**src/rtl/uart.sv**
```systemverilog
// Full-duplex 8N1 UART: independent transmitter and receiver sharing one clock.
// Both directions are two-process FSMs whose registered outputs come straight from flops.
module uart #(
   parameter int INPUT_DATA_WIDTH = 8,
   parameter int CLKS_PER_BIT     = 16
) (
   input  logic                        clk,
   input  logic                        reset,
   input  logic                        enable,
   input  logic [INPUT_DATA_WIDTH-1:0] i_data,
   output logic                        o_busy,
   output logic                        serial_out,
   input  logic                        serial_in,
   output logic [INPUT_DATA_WIDTH-1:0] received_data,
   output logic                        data_is_valid,
   output logic                        rx_error
);

   localparam int W  = INPUT_DATA_WIDTH;
   localparam int CW = $clog2(CLKS_PER_BIT);
   localparam int IW = (W > 1) ? $clog2(W) : 1;

   localparam logic [CW-1:0] BIT_LAST  = CW'(CLKS_PER_BIT - 1);
   localparam logic [CW-1:0] HALF_LAST = CW'(CLKS_PER_BIT / 2 - 1);
   localparam logic [IW-1:0] IDX_LAST  = IW'(W - 1);

   // ---------------------------------------------------------------- transmitter
   typedef enum logic [1:0] {TX_IDLE, TX_START, TX_DATA, TX_STOP} tx_state_t;

   tx_state_t       tx_state, tx_state_nx;
   logic [CW-1:0]   tx_cnt, tx_cnt_nx;
   logic [IW-1:0]   tx_idx, tx_idx_nx;
   logic [W-1:0]    tx_shift, tx_shift_nx;
   logic            busy_nx, line_nx;

   // NOTE: every comb output gets a default first, so no path can infer a latch.
   always_comb begin
      tx_state_nx = tx_state;
      tx_cnt_nx   = tx_cnt;
      tx_idx_nx   = tx_idx;
      tx_shift_nx = tx_shift;
      busy_nx     = o_busy;
      line_nx     = serial_out;
      case (tx_state)
         TX_IDLE: begin
            if (enable) begin
               tx_state_nx = TX_START;
               tx_cnt_nx   = '0;
               tx_idx_nx   = '0;
               tx_shift_nx = i_data;
               busy_nx     = 1'b1;
               line_nx     = 1'b0;
            end
         end
         TX_START: begin
            if (tx_cnt == BIT_LAST) begin
               tx_state_nx = TX_DATA;
               tx_cnt_nx   = '0;
               line_nx     = tx_shift[0];
               tx_shift_nx = tx_shift >> 1;
            end else begin
               tx_cnt_nx = tx_cnt + CW'(1);
            end
         end
         TX_DATA: begin
            if (tx_cnt == BIT_LAST) begin
               tx_cnt_nx = '0;
               if (tx_idx == IDX_LAST) begin
                  tx_state_nx = TX_STOP;
                  line_nx     = 1'b1;
               end else begin
                  tx_idx_nx   = tx_idx + IW'(1);
                  line_nx     = tx_shift[0];
                  tx_shift_nx = tx_shift >> 1;
               end
            end else begin
               tx_cnt_nx = tx_cnt + CW'(1);
            end
         end
         TX_STOP: begin
            if (tx_cnt == BIT_LAST) begin
               tx_state_nx = TX_IDLE;
               tx_cnt_nx   = '0;
               busy_nx     = 1'b0;
               line_nx     = 1'b1;
            end else begin
               tx_cnt_nx = tx_cnt + CW'(1);
            end
         end
         default: begin
            tx_state_nx = TX_IDLE;
            busy_nx     = 1'b0;
            line_nx     = 1'b1;
         end
      endcase
   end

   // NOTE: sequential state uses non-blocking assignments so all flops update together.
   always_ff @(posedge clk) begin
      if (reset) begin
         tx_state   <= TX_IDLE;
         tx_cnt     <= '0;
         tx_idx     <= '0;
         o_busy     <= 1'b0;
         serial_out <= 1'b1;
      end else begin
         tx_state   <= tx_state_nx;
         tx_cnt     <= tx_cnt_nx;
         tx_idx     <= tx_idx_nx;
         o_busy     <= busy_nx;
         serial_out <= line_nx;
      end
   end

   // NOTE: shift registers are pure datapath, always loaded before use, so they carry no reset.
   always_ff @(posedge clk) tx_shift <= tx_shift_nx;

   // ---------------------------------------------------------------- receiver
   typedef enum logic [2:0] {RX_IDLE, RX_START, RX_DATA, RX_STOP, RX_WAIT_IDLE} rx_state_t;

   rx_state_t       rx_state, rx_state_nx;
   logic [CW-1:0]   rx_cnt, rx_cnt_nx;
   logic [IW-1:0]   rx_idx, rx_idx_nx;
   logic [W-1:0]    rx_shift, rx_shift_nx;
   logic [W-1:0]    data_nx;
   logic            valid_nx, error_nx;
   logic            rx_meta, rx_sync;

   // Two-flop synchronizer; held at the idle level through reset.
   always_ff @(posedge clk) begin
      if (reset) begin
         rx_meta <= 1'b1;
         rx_sync <= 1'b1;
      end else begin
         rx_meta <= serial_in;
         rx_sync <= rx_meta;
      end
   end

   always_comb begin
      rx_state_nx = rx_state;
      rx_cnt_nx   = rx_cnt;
      rx_idx_nx   = rx_idx;
      rx_shift_nx = rx_shift;
      data_nx     = received_data;
      valid_nx    = 1'b0;
      error_nx    = 1'b0;
      case (rx_state)
         RX_IDLE: begin
            if (!rx_sync) begin
               rx_state_nx = RX_START;
               rx_cnt_nx   = '0;
            end
         end
         RX_START: begin
            // A start bit that is high again at mid-bit was only a glitch.
            if (rx_cnt == HALF_LAST) begin
               rx_cnt_nx   = '0;
               rx_idx_nx   = '0;
               rx_state_nx = rx_sync ? RX_IDLE : RX_DATA;
            end else begin
               rx_cnt_nx = rx_cnt + CW'(1);
            end
         end
         RX_DATA: begin
            if (rx_cnt == BIT_LAST) begin
               rx_cnt_nx          = '0;
               rx_shift_nx        = rx_shift >> 1;
               rx_shift_nx[W-1]   = rx_sync;
               if (rx_idx == IDX_LAST) begin
                  rx_state_nx = RX_STOP;
               end else begin
                  rx_idx_nx = rx_idx + IW'(1);
               end
            end else begin
               rx_cnt_nx = rx_cnt + CW'(1);
            end
         end
         RX_STOP: begin
            if (rx_cnt == BIT_LAST) begin
               rx_cnt_nx = '0;
               if (rx_sync) begin
                  data_nx     = rx_shift;
                  valid_nx    = 1'b1;
                  rx_state_nx = RX_IDLE;
               end else begin
                  error_nx    = 1'b1;
                  rx_state_nx = RX_WAIT_IDLE;
               end
            end else begin
               rx_cnt_nx = rx_cnt + CW'(1);
            end
         end
         RX_WAIT_IDLE: begin
            if (rx_sync) rx_state_nx = RX_IDLE;
         end
         default: rx_state_nx = RX_IDLE;
      endcase
   end

   always_ff @(posedge clk) begin
      if (reset) begin
         rx_state      <= RX_IDLE;
         rx_cnt        <= '0;
         rx_idx        <= '0;
         received_data <= '0;
         data_is_valid <= 1'b0;
         rx_error      <= 1'b0;
      end else begin
         rx_state      <= rx_state_nx;
         rx_cnt        <= rx_cnt_nx;
         rx_idx        <= rx_idx_nx;
         received_data <= data_nx;
         data_is_valid <= valid_nx;
         rx_error      <= error_nx;
      end
   end

   always_ff @(posedge clk) rx_shift <= rx_shift_nx;

endmodule

```
**config.mk**
```make
export PLATFORM = sky130hd
export DESIGN_NAME = uart
export DESIGN_NICKNAME = d
export VERILOG_FILES = /design/src/rtl/uart.sv
export SDC_FILE = /design/constraint.sdc
export NUM_CORES = 1
export LEC_CHECK = 0
export ABC_AREA = 1
export CELL_PAD_IN_SITES_DETAIL_PLACEMENT = 0
export CELL_PAD_IN_SITES_GLOBAL_PLACEMENT = 1
export CORE_MARGIN = 2
export CORE_UTILIZATION = 45
export DETAILED_ROUTE_END_ITERATION = 10
export HOLD_SLACK_MARGIN = 0.05
export PLACE_DENSITY = 0.83
export SLEW_MARGIN = 20
export SYNTH_ARGS = -nofsm -noshare
export SYNTH_HDL_FRONTEND = slang
export SYNTH_SLANG_ARGS = --single-unit
```
**constraint.sdc**
```tcl
create_clock -name clk -period 3.32 [get_ports clk]
set_input_delay 0.664 -clock clk [delete_from_list [all_inputs] [get_ports clk]]
set_output_delay 0.664 -clock clk [all_outputs]
set_load 0.01 [all_outputs]
```
==> impl_table.tex <==
\begin{tabular}{lr}
\hline
Metric & Value \\
\hline
\multicolumn{2}{l}{\textbf{Routing}} \\
\quad Metal3 WL & 110 um \\
\quad Routed Wire Length & 3810 um \\
\quad Post-Route M1 WL & 1930 um \\
\quad Iter 0 DRT Violations & 48 \\
\quad Average wire per standard cell & 11.1 um \\
\quad Via-to-Cell Ratio & 4.85 \\
\quad Count of unresolved DRC violations after routing & 0 \\
\quad DR vias & 1659 \\
\quad Final antenna-violating net count & 0 \\
\quad DR pass1 iterations & 4 \\
\quad Met2 routed wirelength & 1700 um \\
\quad DR top layer & met4 \\
\multicolumn{2}{l}{\textbf{Global route}} \\
\quad Number of antenna violations at the first check in global routing & 0 \\
\quad First-pass GRT wire length & 6930 um \\
\quad Vias in the first global route & 1645 \\
\quad Total congestion overflow & 0 \\
\quad Total global-route track usage & 16.4\% \\
\quad Largest net degree at the start of global routing & 19 \\
\multicolumn{2}{l}{\textbf{Clock network}} \\
\quad Clk buf depth & 2 \\
\quad Inserted Clock Buffers & 5 \\
\quad Latest clock arrival within the worst-skew pair & 0.30 ns \\
\quad Root Driver & clkbuf\_8 \\
\quad TritonCTS clock tree & done \\
\quad TritonCTS Sinks & 49 \\
\quad Buffers inserted during post-CTS setup optimization & 0 \\
\quad CTS-repair resized insts & 0 \\
\quad Clock transition at the register clock pins on the worst setup and hold paths after CTS & 0.09 ns \\
\quad Number of buffers inserted by hold repair at cts & 0 \\
\quad H-tree depth & 2 \\
\multicolumn{2}{l}{\textbf{Critical path}} \\
\quad Crit. Startpoint & serial\_out\$\_SDFFE\_PP1P\_ \\
\quad Crit path to & serial\_out \\
\quad Worst Path Buf+Inv & 1 \\
\quad Arrival time of data at the critical path endpoint & 1.18 ns \\
\quad Cell family contributing the most delay on the critical path & buffers and inverters \\
\quad Element type at the critical path end & primary output \\
\quad Crit-path max FO & 2 \\
\quad Startpoint of the lowest-slack register-to-register path & tx\_state[0]\$\_SDFFE\_PP0P\_ \\
\quad Data required time of the critical path & 2.66 ns \\
\quad Delay of the slowest cell on the worst path & 0.54 ns \\
\quad R2r setup slk & 1.52 ns \\
\quad Crit path kind & reg2out \\
\quad Cell with the largest stage delay on the worst path & clkdlybuf4s50\_1 \\
\quad Crit path launch type & register \\
\quad End of the worst register-to-register path & tx\_shift[2]\$\_DFFE\_PP\_ \\
\quad Critical Path, Cell by Cell & clkdlybuf4s50\_1 \\
\quad Instance count on the critical path & 1 \\
\quad Worst Reg2Reg Path Length in Cells & 5 \\
\multicolumn{2}{l}{\textbf{Synthesis}} \\
\quad Instance count of the mapped netlist & 258 \\
\quad Largest cells by area after synthesis & dfxtp\_1, edfxtp\_1, nand2\_1, nor2\_1, ha\_1 \\
\quad Number of synthesized register bits & 49 \\
\quad Async set-reset flop share out of synthesis & 0\% \\
\quad Post-synth EDFFs & 16 \\
\quad Post-synthesis area per instance & 8.41 sq um \\
\quad Post-synthesis cell area & 0.00217 sq mm \\
\quad Syn Nets & 280 \\
\quad Post-synthesis cell type with the largest combined area & dfxtp\_1 \\
\quad Area fraction of the dominant cell type after synthesis & 30.4\% \\
\quad Main synth FF type & dfxtp\_1 \\
\quad Seq/Total Area, Yosys & 52.6\% \\
\quad Count of synthesis-stage warnings from yosys & 0 \\
\quad Count of distinct cell types in the synthesized netlist & 29 \\
\multicolumn{2}{l}{\textbf{Timing}} \\
\quad RSZ-0062 raised after global routing & no \\
\quad Crit path time final & 1.84 ns \\
\quad Final worst hold slack & 0.415 ns \\
\quad Worst clock skew & 0.00816 ns \\
\quad Post-route setup TNS & 0 ns \\
\quad Timing-limited maximum frequency & 0.543 GHz \\
\quad Worst-Margin Slew & 0.602 ns \\
\quad Share of the clock period used by the worst path after layout & 55.4\% \\
\quad Remaining max-slew budget at the tightest pin & 59.7\% \\
\quad Slew Viols, Final & 0 \\
\quad Number of endpoints with negative hold slack in the final report & 0 \\
\quad Number of endpoints failing setup at the final stage & 0 \\
\multicolumn{2}{l}{\textbf{Die}} \\
\quad Area enclosed by the die boundary & 0.00540 sq mm \\
\quad Die W & 73.5 um \\
\quad I/O pin total & 24 \\
\quad Initial core utilization & 46.3\% \\
\quad Core Box Area & 0.00469 sq mm \\
\quad Die height & 73.5 um \\
\quad \# rows & 25 \\
\multicolumn{2}{l}{\textbf{Layout}} \\
\quad Share of layout cells above drive strength 1 & 10.1\% \\
\quad Area grow syn2layout & 17.8\% \\
\quad Leading cell type in the layout, fill and taps excluded & nand2\_1 \\
\quad Finished layout cell area & 0.00256 sq mm \\
\quad Cell Count, Final, Fillers Out & 342 \\
\quad Most frequent cells in the layout & nand2\_1, nor2\_1, dfxtp\_1 \\
\quad Net total in the final layout & 309 \\
\quad Antenna Cells & 0 \\
\multicolumn{2}{l}{\textbf{Pwr}} \\
\quad Worst vdd rail ir drop & 372 uV \\
\quad Total power consumption of the routed design & 1.85 mW \\
\quad Leakage & 1.05 nW \\
\quad Pwr per Cell Area & 723 mW/mm\^{}2 \\
\multicolumn{2}{l}{\textbf{Placement}} \\
\quad Area post-placement & 0.00247 sq mm \\
\quad Number of input and output port buffers inserted & 23 \\
\quad Sum of net half-perimeters after detailed placement & 2870 um \\
\quad Placed instance count & 334 \\
\quad GP Congestion & 0.787 \\
\multicolumn{2}{l}{\textbf{Status}} \\
\quad Status & complete, no violations \\
\multicolumn{2}{l}{\textbf{Hold path}} \\
\quad Worst min-delay path category & reg2reg \\
\multicolumn{2}{l}{\textbf{Flow run}} \\
\quad Count of max-cap constraint violations & 0 \\
\hline
\end{tabular}
[logic make-up after synthesis]
group                    count (synthesis)  synth area share [%]
buffers and inverters                   27                  4.67
XOR/XNOR                                 1                 0.404
AND/OR/NAND/NOR                        131                  26.4
adder cells (fa/ha/maj)                 10                  5.76
AO/OA/AOI/OAI                           40                  10.2
flip-flops                              49                  52.6
[worst min path at each step]
stage	start	cells after the start	slack (ns)	endpoint
global placement	rx_meta$_SDFF_PP1_	1	0.40	rx_sync$_SDFF_PP1_
finish	rx_meta$_SDFF_PP1_	1	0.42	rx_sync$_SDFF_PP1_
global route	rx_meta$_SDFF_PP1_	1	0.43	rx_sync$_SDFF_PP1_
CTS	rx_meta$_SDFF_PP1_	1	0.42	rx_sync$_SDFF_PP1_
floorplan	rx_meta$_SDFF_PP1_	1	0.39	rx_sync$_SDFF_PP1_
detailed placement	rx_meta$_SDFF_PP1_	1	0.40	rx_sync$_SDFF_PP1_
[area by class of cell]
type	count	area, sq um
inverter	24	90.1
clock buffer	6	72.6
sequential	49	1140
tap	54	67.6
multi-input combinational	182	928
fill	478	2140
timing repair buffer	25	245
clock inverter	2	11.3
[registers in the layout, summed over array words and instances, names as in the netlist]
register	cells
data_is_valid	1
o_busy	1
received_data	8
rx_cnt	4
rx_error	1
rx_idx	3
rx_meta	1
rx_shift	8
rx_state	3
rx_sync	1
serial_out	1
tx_cnt	4
tx_idx	3
tx_shift	8
tx_state	2
[layer usage]
layer  up-vias  track usage (%)
met5         -                0
met4         0             6.67
met3         7             2.88
met2        27             27.8
met1       728             20.7
li1        897                -
[cells in the mapped netlist (2+ instances only)]
| library cell | instances |
|---|---|
| dfxtp_1 | 33 |
| clkbuf_1 | 3 |
| nor2_1 | 37 |
| nand2_2 | 5 |
| a21oi_1 | 16 |
| or2_2 | 2 |
| ha_1 | 10 |
| o21ai_0 | 17 |
| nand3_2 | 3 |
| edfxtp_1 | 16 |
| nand2_1 | 64 |
| inv_1 | 21 |
| nor3_1 | 2 |
| nor2_2 | 3 |
| inv_2 | 3 |
| nand3_1 | 10 |
[power by group]
group	internal (mW)	switching [mW]
clock	0.146	0.184
combinational	0.255	0.425
sequential	0.759	0.0799
[stage by stage]
step / setup slack [ns] / utilization [%]
after floorplan: 1.31 / -
after global placement: 1.30 / 52.7
after detailed placement: 1.25 / 52.7
after CTS: 1.46 / 54.5
after global routing: 1.31 / 54.5
final: 1.48 / 54.5
No activity file was read; power rests on OpenSTA's default activity.
